### src/rtl/input_port.sv
// input_port: 2-flop synchronized, debounced 8-bit input feeding a 4x8 FIFO; ports clk, rst (async active-low), in, rd_en, out_en -> out {valid, overflow, count, 3'b0, head}, pending
module input_port #(
  parameter int DEBOUNCE = 4
) (
  input  logic        clk,
  input  logic        rst,
  input  logic [7:0]  in,
  input  logic        rd_en,
  input  logic        out_en,
  output logic [15:0] out,
  output logic        pending
);
  localparam logic [7:0] CNT_MAX = 8'(DEBOUNCE - 1);
  logic [7:0] s1_q, s1_d, s2_q, s2_d, cand_q, cand_d, stable_q, stable_d, cnt_q, cnt_d;
  logic [1:0] wr_ptr_q, wr_ptr_d, rd_ptr_q, rd_ptr_d;
  logic [2:0] count_q, count_d;
  logic       ovf_q, ovf_d;
  logic [7:0] mem_q [4];
  logic [7:0] mem_d [4];
  logic       commit, pop, push;
  always_comb begin
    s1_d     = in;
    s2_d     = s1_q;
    cand_d   = s2_q;
    cnt_d    = (s2_q != cand_q) ? 8'd0 : (cnt_q < CNT_MAX) ? cnt_q + 8'd1 : cnt_q;
    commit   = (cnt_q == CNT_MAX) && (cand_q != stable_q);
    stable_d = commit ? cand_q : stable_q;
    pop      = rd_en && (count_q != 3'd0);
    push     = commit && ((count_q != 3'd4) || pop);
    wr_ptr_d = wr_ptr_q + {1'b0, push};
    rd_ptr_d = rd_ptr_q + {1'b0, pop};
    count_d  = count_q + {2'b00, push} - {2'b00, pop};
    ovf_d    = (commit && (count_q == 3'd4) && !rd_en) ? 1'b1 : rd_en ? 1'b0 : ovf_q;
    mem_d    = mem_q;
    if (push) mem_d[wr_ptr_q] = cand_q;
    pending  = count_q != 3'd0;
    out      = out_en ? {pending, ovf_q, count_q, 3'b000, pending ? mem_q[rd_ptr_q] : 8'h00} : 16'h0000;
  end
  always_ff @(posedge clk or negedge rst) begin
    if (!rst) begin
      s1_q     <= 8'h00;
      s2_q     <= 8'h00;
      cand_q   <= 8'h00;
      stable_q <= 8'h00;
      cnt_q    <= 8'h00;
      wr_ptr_q <= 2'd0;
      rd_ptr_q <= 2'd0;
      count_q  <= 3'd0;
      ovf_q    <= 1'b0;
      mem_q    <= '{default: 8'h00};
    end else begin
      s1_q     <= s1_d;
      s2_q     <= s2_d;
      cand_q   <= cand_d;
      stable_q <= stable_d;
      cnt_q    <= cnt_d;
      wr_ptr_q <= wr_ptr_d;
      rd_ptr_q <= rd_ptr_d;
      count_q  <= count_d;
      ovf_q    <= ovf_d;
      mem_q    <= mem_d;
    end
  end
endmodule

### config.mk
export PLATFORM = sky130hd
export DESIGN_NAME = input_port
export DESIGN_NICKNAME = d
export VERILOG_FILES = /design/src/rtl/input_port.sv
export SDC_FILE = /design/constraint.sdc
export NUM_CORES = 1
export LEC_CHECK = 0
export ABC_AREA = 1
export CAP_MARGIN = 40
export CORE_MARGIN = 1.5
export CORE_UTILIZATION = 40
export CTS_CLUSTER_DIAMETER = 200
export DETAILED_ROUTE_END_ITERATION = 8
export PLACE_DENSITY = 0.68
export SYNTH_ARGS = -nofsm -noshare
export SYNTH_HDL_FRONTEND = slang
export SYNTH_SLANG_ARGS = --single-unit
### constraint.sdc
create_clock -name clk -period 2.5 [get_ports clk]
set_clock_uncertainty 0.1 [all_clocks]
set_input_delay 0.75 -clock clk [delete_from_list [all_inputs] [get_ports clk]]
set_output_delay 0.75 -clock clk [all_outputs]
set_load 0.03 [all_outputs]
### After elaboration in Yosys (flattened, before gate mapping)

Cells that the tools add are included.

* register bits after elaboration: 80
* word-level logic and storage cells: 52
* output and inout port bits: 17

* bitwise operators: 2
* eq/ne operators: 5
* mux-type cells: 12
* order comparisons: 4
* reduce and logical (&&, ||, !) cells: 11
* add/subtract/negate cells: 5

Operators with widths (count)
* 8-bit 2-to-1 mux: 6
* 32-bit bitwise mux: 1
* 8-bit binary-select mux with 2-bit select: 1
* 8-bit demux with 2-bit select: 1
* 16-bit 2-to-1 mux: 1
* 8-bit != test: 2
* 8-bit by 1-bit adder with 8-bit output (second input constant): 1
* 8-bit by 2-bit == test with 1-bit output (second input constant): 1
* 8-bit by 2-bit less-than comparator with 1-bit output (second input constant): 1
* 3-bit greater-or-equal comparator (second input constant): 2
* 1-bit logical AND: 6
* 2-bit NOT with 3-bit output: 2
* 2-bit by 1-bit adder with 2-bit output: 2
* 2-bit nonzero test: 2
* 3-bit by 1-bit adder with 3-bit output: 1
* 3-bit == test (second input constant): 1
* 3-bit by 1-bit less-than comparator with 1-bit output (second input constant): 1
* 3-bit != test (second input constant): 1
* 3-bit nonzero test: 1
* 3-bit by 1-bit subtractor with 3-bit output: 1
* 1-bit 2-to-1 mux: 2
* 1-bit logical NOT: 1
* 1-bit logical OR: 1

### Depth between registers and ports, before layout

* depth in word-level cells: 6
* mapped depth: 15
* gate-level depth less buffers: 13

### Least setup slack after synthesis

OpenSTA, ideal clock, no wires.

* kind: input -> register
* start point: in rd_en
* end point: reg count_q[2]
* required time: 2.278 ns
* path slack: -0.080 ns
* buffers on the path: 1
* arrival: 2.358 ns
* stages on the path: 9
* path through: inv_1 nand2_1 clkbuf_1 nand2_1 ha_1 inv_1 ha_1 fa_1 xnor2_1

* longest elaborated chain between the ends: 5

RTL lines
* from (decl): RTL line 8 `input logic rd_en,`
* 1-bit logical AND (*): RTL line 28 `pop = rd_en && (count_q != 3'd0);`
* 1-bit logical OR: RTL line 29 `push = commit && ((count_q != 3'd4) || pop);`
* 1-bit logical AND: RTL line 29
* 3-bit by 1-bit adder with 3-bit output: RTL line 32 `count_d = count_q + {2'b00, push} - {2'b00, pop};`
* 3-bit by 1-bit subtractor with 3-bit output (*): RTL line 32
* named net count_d[2]: RTL line 16 `logic [2:0] count_q, count_d;`
* to (signal assigned): RTL line 59 `count_q <= count_d;`
* to (decl): RTL line 16

The timed path passes the listed nets; every way through them passes the cells marked *.
A chain may end at the register's enable or synchronous reset.

### Final worst setup path

* start point: in out_en
* end point: out out[4]

* longest elaborated chain between the ends: 1

RTL lines
* from (decl): RTL line 9 `input logic out_en,`
* 16-bit 2-to-1 mux: RTL line 37 `out = out_en ? {pending, ovf_q, count_q, 3'b000, pending ? mem_q[rd_ptr_q] : 8'h00} : 16'h0000;`
* to (decl): RTL line 10 `output logic [15:0] out,`

Every way passes these cells.

==> impl_metrics.env <==
export IMPL_synth_top_area_share=0.545
export IMPL_die_area_mm2=0.00976
export IMPL_period_share=0.953
export IMPL_grt_pass1_wl_um=12500
export IMPL_p_leak_uw=0.00219
export IMPL_status="finished, violations left"
export IMPL_timing_fmax_mhz=420
export IMPL_path_cells="dlygate4sd2_1 -> nand2_2 -> buf_4 -> a21oi_1 -> buf_4"
export IMPL_drc=2
export IMPL_fin_ws_ps=117
export IMPL_ir_drop_v=0.000429
export IMPL_post_place_cells=551
export IMPL_worstPathRequired_ps=1650
export IMPL_maxCapViolCount=0
export IMPL_ys_flop_type="dfrtp_1"
export IMPL_worstPathMaxFanout=3
export IMPL_synth_most_common_cell="nand2_1"
export IMPL_p_sw_uw=1160
export IMPL_power_frac_comb=0.286
export IMPL_pwr_share_clk=0.287
export IMPL_syn_inst=425
export IMPL_antenna_found_initial=0
export IMPL_share_seq_of_total_power=0.427
export IMPL_async_reset_ff_frac=1.00
export IMPL_power_density_mw_per_mm2=783
export IMPL_synth_edf_count=0
export IMPL_criticalPathCategory="input pin to primary output"
export IMPL_grt_max_degree=50
export IMPL_vias=2806
export IMPL_cts_max_level=3
export IMPL_internal_power_uw=2190
export IMPL_synth_top_cell_by_area="dfrtp_1"
export IMPL_grtUsageMet2=0.276
export IMPL_drt_iter0_markers=150
export IMPL_drive_above_1_share=0.155
export IMPL_cts_sinks=80
export IMPL_crit_arrival_ps=1530
export IMPL_crit_slowest_cell="dlygate4sd2_1"
export IMPL_core_mm2=0.00881
export IMPL_instances_no_fill=572
export IMPL_wire_per_inst_um=13.1
export IMPL_hp_class="input pin to asynchronous set/reset pin"
export IMPL_cp_slowest_stage_delay_ps=230
export IMPL_io_pins=29
export IMPL_num_rows=34
export IMPL_cp_common_cell="buf_4"
export IMPL_synth_area_leaders="dfrtp_1, nand2_1, nand4_1"
export IMPL_dp_slack_ps=-259
export IMPL_grt_usage=0.166
export IMPL_port_buffers=25
export IMPL_switching_share=0.346
export IMPL_area_growth_synth_to_final_pct=16.4
export IMPL_ant_nets=0
export IMPL_maxSlewViolCount=0
export IMPL_rr_startpoint="cnt_q[7]$_DFFE_PN0P_"
export IMPL_grt_busiest_layer="met2"
export IMPL_finalSetupViolations=0
export IMPL_yosysSeqAreaShare=0.545
export IMPL_end_kind="primary output"
export IMPL_dp_hpwl_um=5070
export IMPL_start_kind="input pin"
export IMPL_numCtsBuffers=9
export IMPL_syn_avg_cell_area_um2=8.64
export IMPL_gp_congestion=0.779
export IMPL_wl_um=7500
export IMPL_cts_tree="done"
export IMPL_die_w_um=98.8
export IMPL_fin_crit_ps=2380
export IMPL_failed_checks="DRC"
export IMPL_hold_viol_final=0
export IMPL_start_util=0.417
export IMPL_cts_buffer_depth=2
export IMPL_ys_seq_elements=80
export IMPL_drt_pass1_iter_count=6
export IMPL_ctsHoldBuffers=0
export IMPL_gr_usage_met1=0.211
export IMPL_timing_rr_end="count_q[2]$_DFF_PN0_"
export IMPL_clock_latency_ps=350
export IMPL_synthTopCellsByCount="nand2_1, dfrtp_1, nor2_1"
export IMPL_clk_pin_slew_ps=80
export IMPL_viasPerCell=4.91
export IMPL_first_global_vias=2650
export IMPL_mappedNetlistArea_mm2=0.00367
export IMPL_nNetsFinal=477
export IMPL_rsz0062_at_grt="false"
export IMPL_synth_cell_type_count=27
export IMPL_die_h_um=98.8
export IMPL_grt_util_met3=0.0475
export IMPL_root_buffer="clkbuf_8"
export IMPL_overflow=0
export IMPL_r2r_slack_ps=180
export IMPL_reg2reg_depth=11
export IMPL_ys_warn_count=0
export IMPL_antenna_cells=0
## registers in the layout, indices dropped and copies added, names as in the netlist
signal / count
count_q: 3
mem_q: 32
cnt_q: 8
ovf_q: 1
cand_q: 8
wr_ptr_q: 2
rd_ptr_q: 2
cand_d: 8
s1_q: 8
stable_q: 8
## worst max-delay path: cells and delay by family
kind,cells,cell delay [ps]
and+or+nand+nor,1,100
buffers and inverters,3,560
AOI/OAI and AO/OA,1,120
## cell families (layout without fill, tap and decap cells)
kind of cell | count (synthesis) | after routing | synth area share
compound gates | 34 | 34 | 0.0463
xor+xnor | 12 | 12 | 0.0286
fa+ha+maj | 6 | 6 | 0.0225
buf+inv | 73 | 110 | 0.0937
flops | 80 | 80 | 0.545
other cells | 1 | 3 | 0.00102
simple gates | 219 | 219 | 0.263
## cells in the final DEF, fill, tap and decap left out, types with 2 or more instances in the layout
| cell | instances |
|---|---|
| nand2_1 | 122 |
| dfrtp_1 | 75 |
| nor2_1 | 48 |
| inv_1 | 42 |
| nand4_1 | 38 |
| buf_4 | 32 |
| o21ai_0 | 15 |
| xnor2_1 | 10 |
| a21oi_1 | 9 |
| o21ai_1 | 9 |
| clkbuf_8 | 9 |
| clkdlybuf4s50_1 | 9 |
| inv_2 | 5 |
| ha_1 | 5 |
| dfrtp_2 | 5 |
| nor2_2 | 3 |
| conb_1 | 3 |
| clkinvlp_4 | 3 |
| xor2_1 | 2 |
| inv_6 | 2 |
| dlygate4sd2_1 | 2 |
| buf_12 | 2 |
## per-layer routing
metal | part of all wire | wire length [um]
met1 | 0.44 | 3310
met2 | 0.50 | 3730
met3 | 0.050 | 375
met4 | 0.010 | 78
met5 | 0 | 0
## final cells by class
| cell class | count | area (um2) |
|---|---|---|
| clock inverter | 7 | 78.8 |
| tap | 108 | 135 |
| inverter | 48 | 180 |
| fill | 809 | 4530 |
| timing repair buffer | 46 | 399 |
| multi-input combinational | 274 | 1350 |
| sequential | 80 | 2010 |
| clock buffer | 9 | 124 |
## worst max-delay path by stage
stage | start | end | cells past startpoint
final | out_en | out[4] | 5
after global routing | rd_ptr_q[0]$_DFF_PN0_ | out[6] | 6
after CTS | rd_ptr_q[0]$_DFF_PN0_ | out[2] | 6
after detailed placement | out_en | out[6] | 5
after global placement | out_en | out[3] | 5
after floorplan | rd_en | count_q[2]$_DFF_PN0_ | 9
## metrics by stage
stage           util  hold slack, ps  total power, uW  TNS (ps)  area [um2]
6_report       0.486             236             3350         0        4280
5_1_grt        0.486             252             3540         0        4280
4_1_cts        0.480             234             3360         0        4230
3_5_place_dp   0.456             236             2380     -1890        4010
3_3_place_gp   0.456             232             2360     -1700        4010
2_1_floorplan      -             231             2030         0        3680
## power groups by stage
stage | Sequential [uW] | Combinational, uW | Clock, uW
after floorplan | 1410 | 621 | 0
after global placement | 1450 | 906 | 0
after detailed placement | 1460 | 922 | 0
after CTS | 1430 | 935 | 991
after global routing | 1440 | 1060 | 1050
final | 1430 | 955 | 961
## what timing repair did
action / CTS / global route
endpoints found under the setup margin: 9 / 8
resized for setup: 6 / 8
pin swaps: 1 / 3
setup buffers: 1 / 4
No activity file was read; power rests on OpenSTA's default activity.
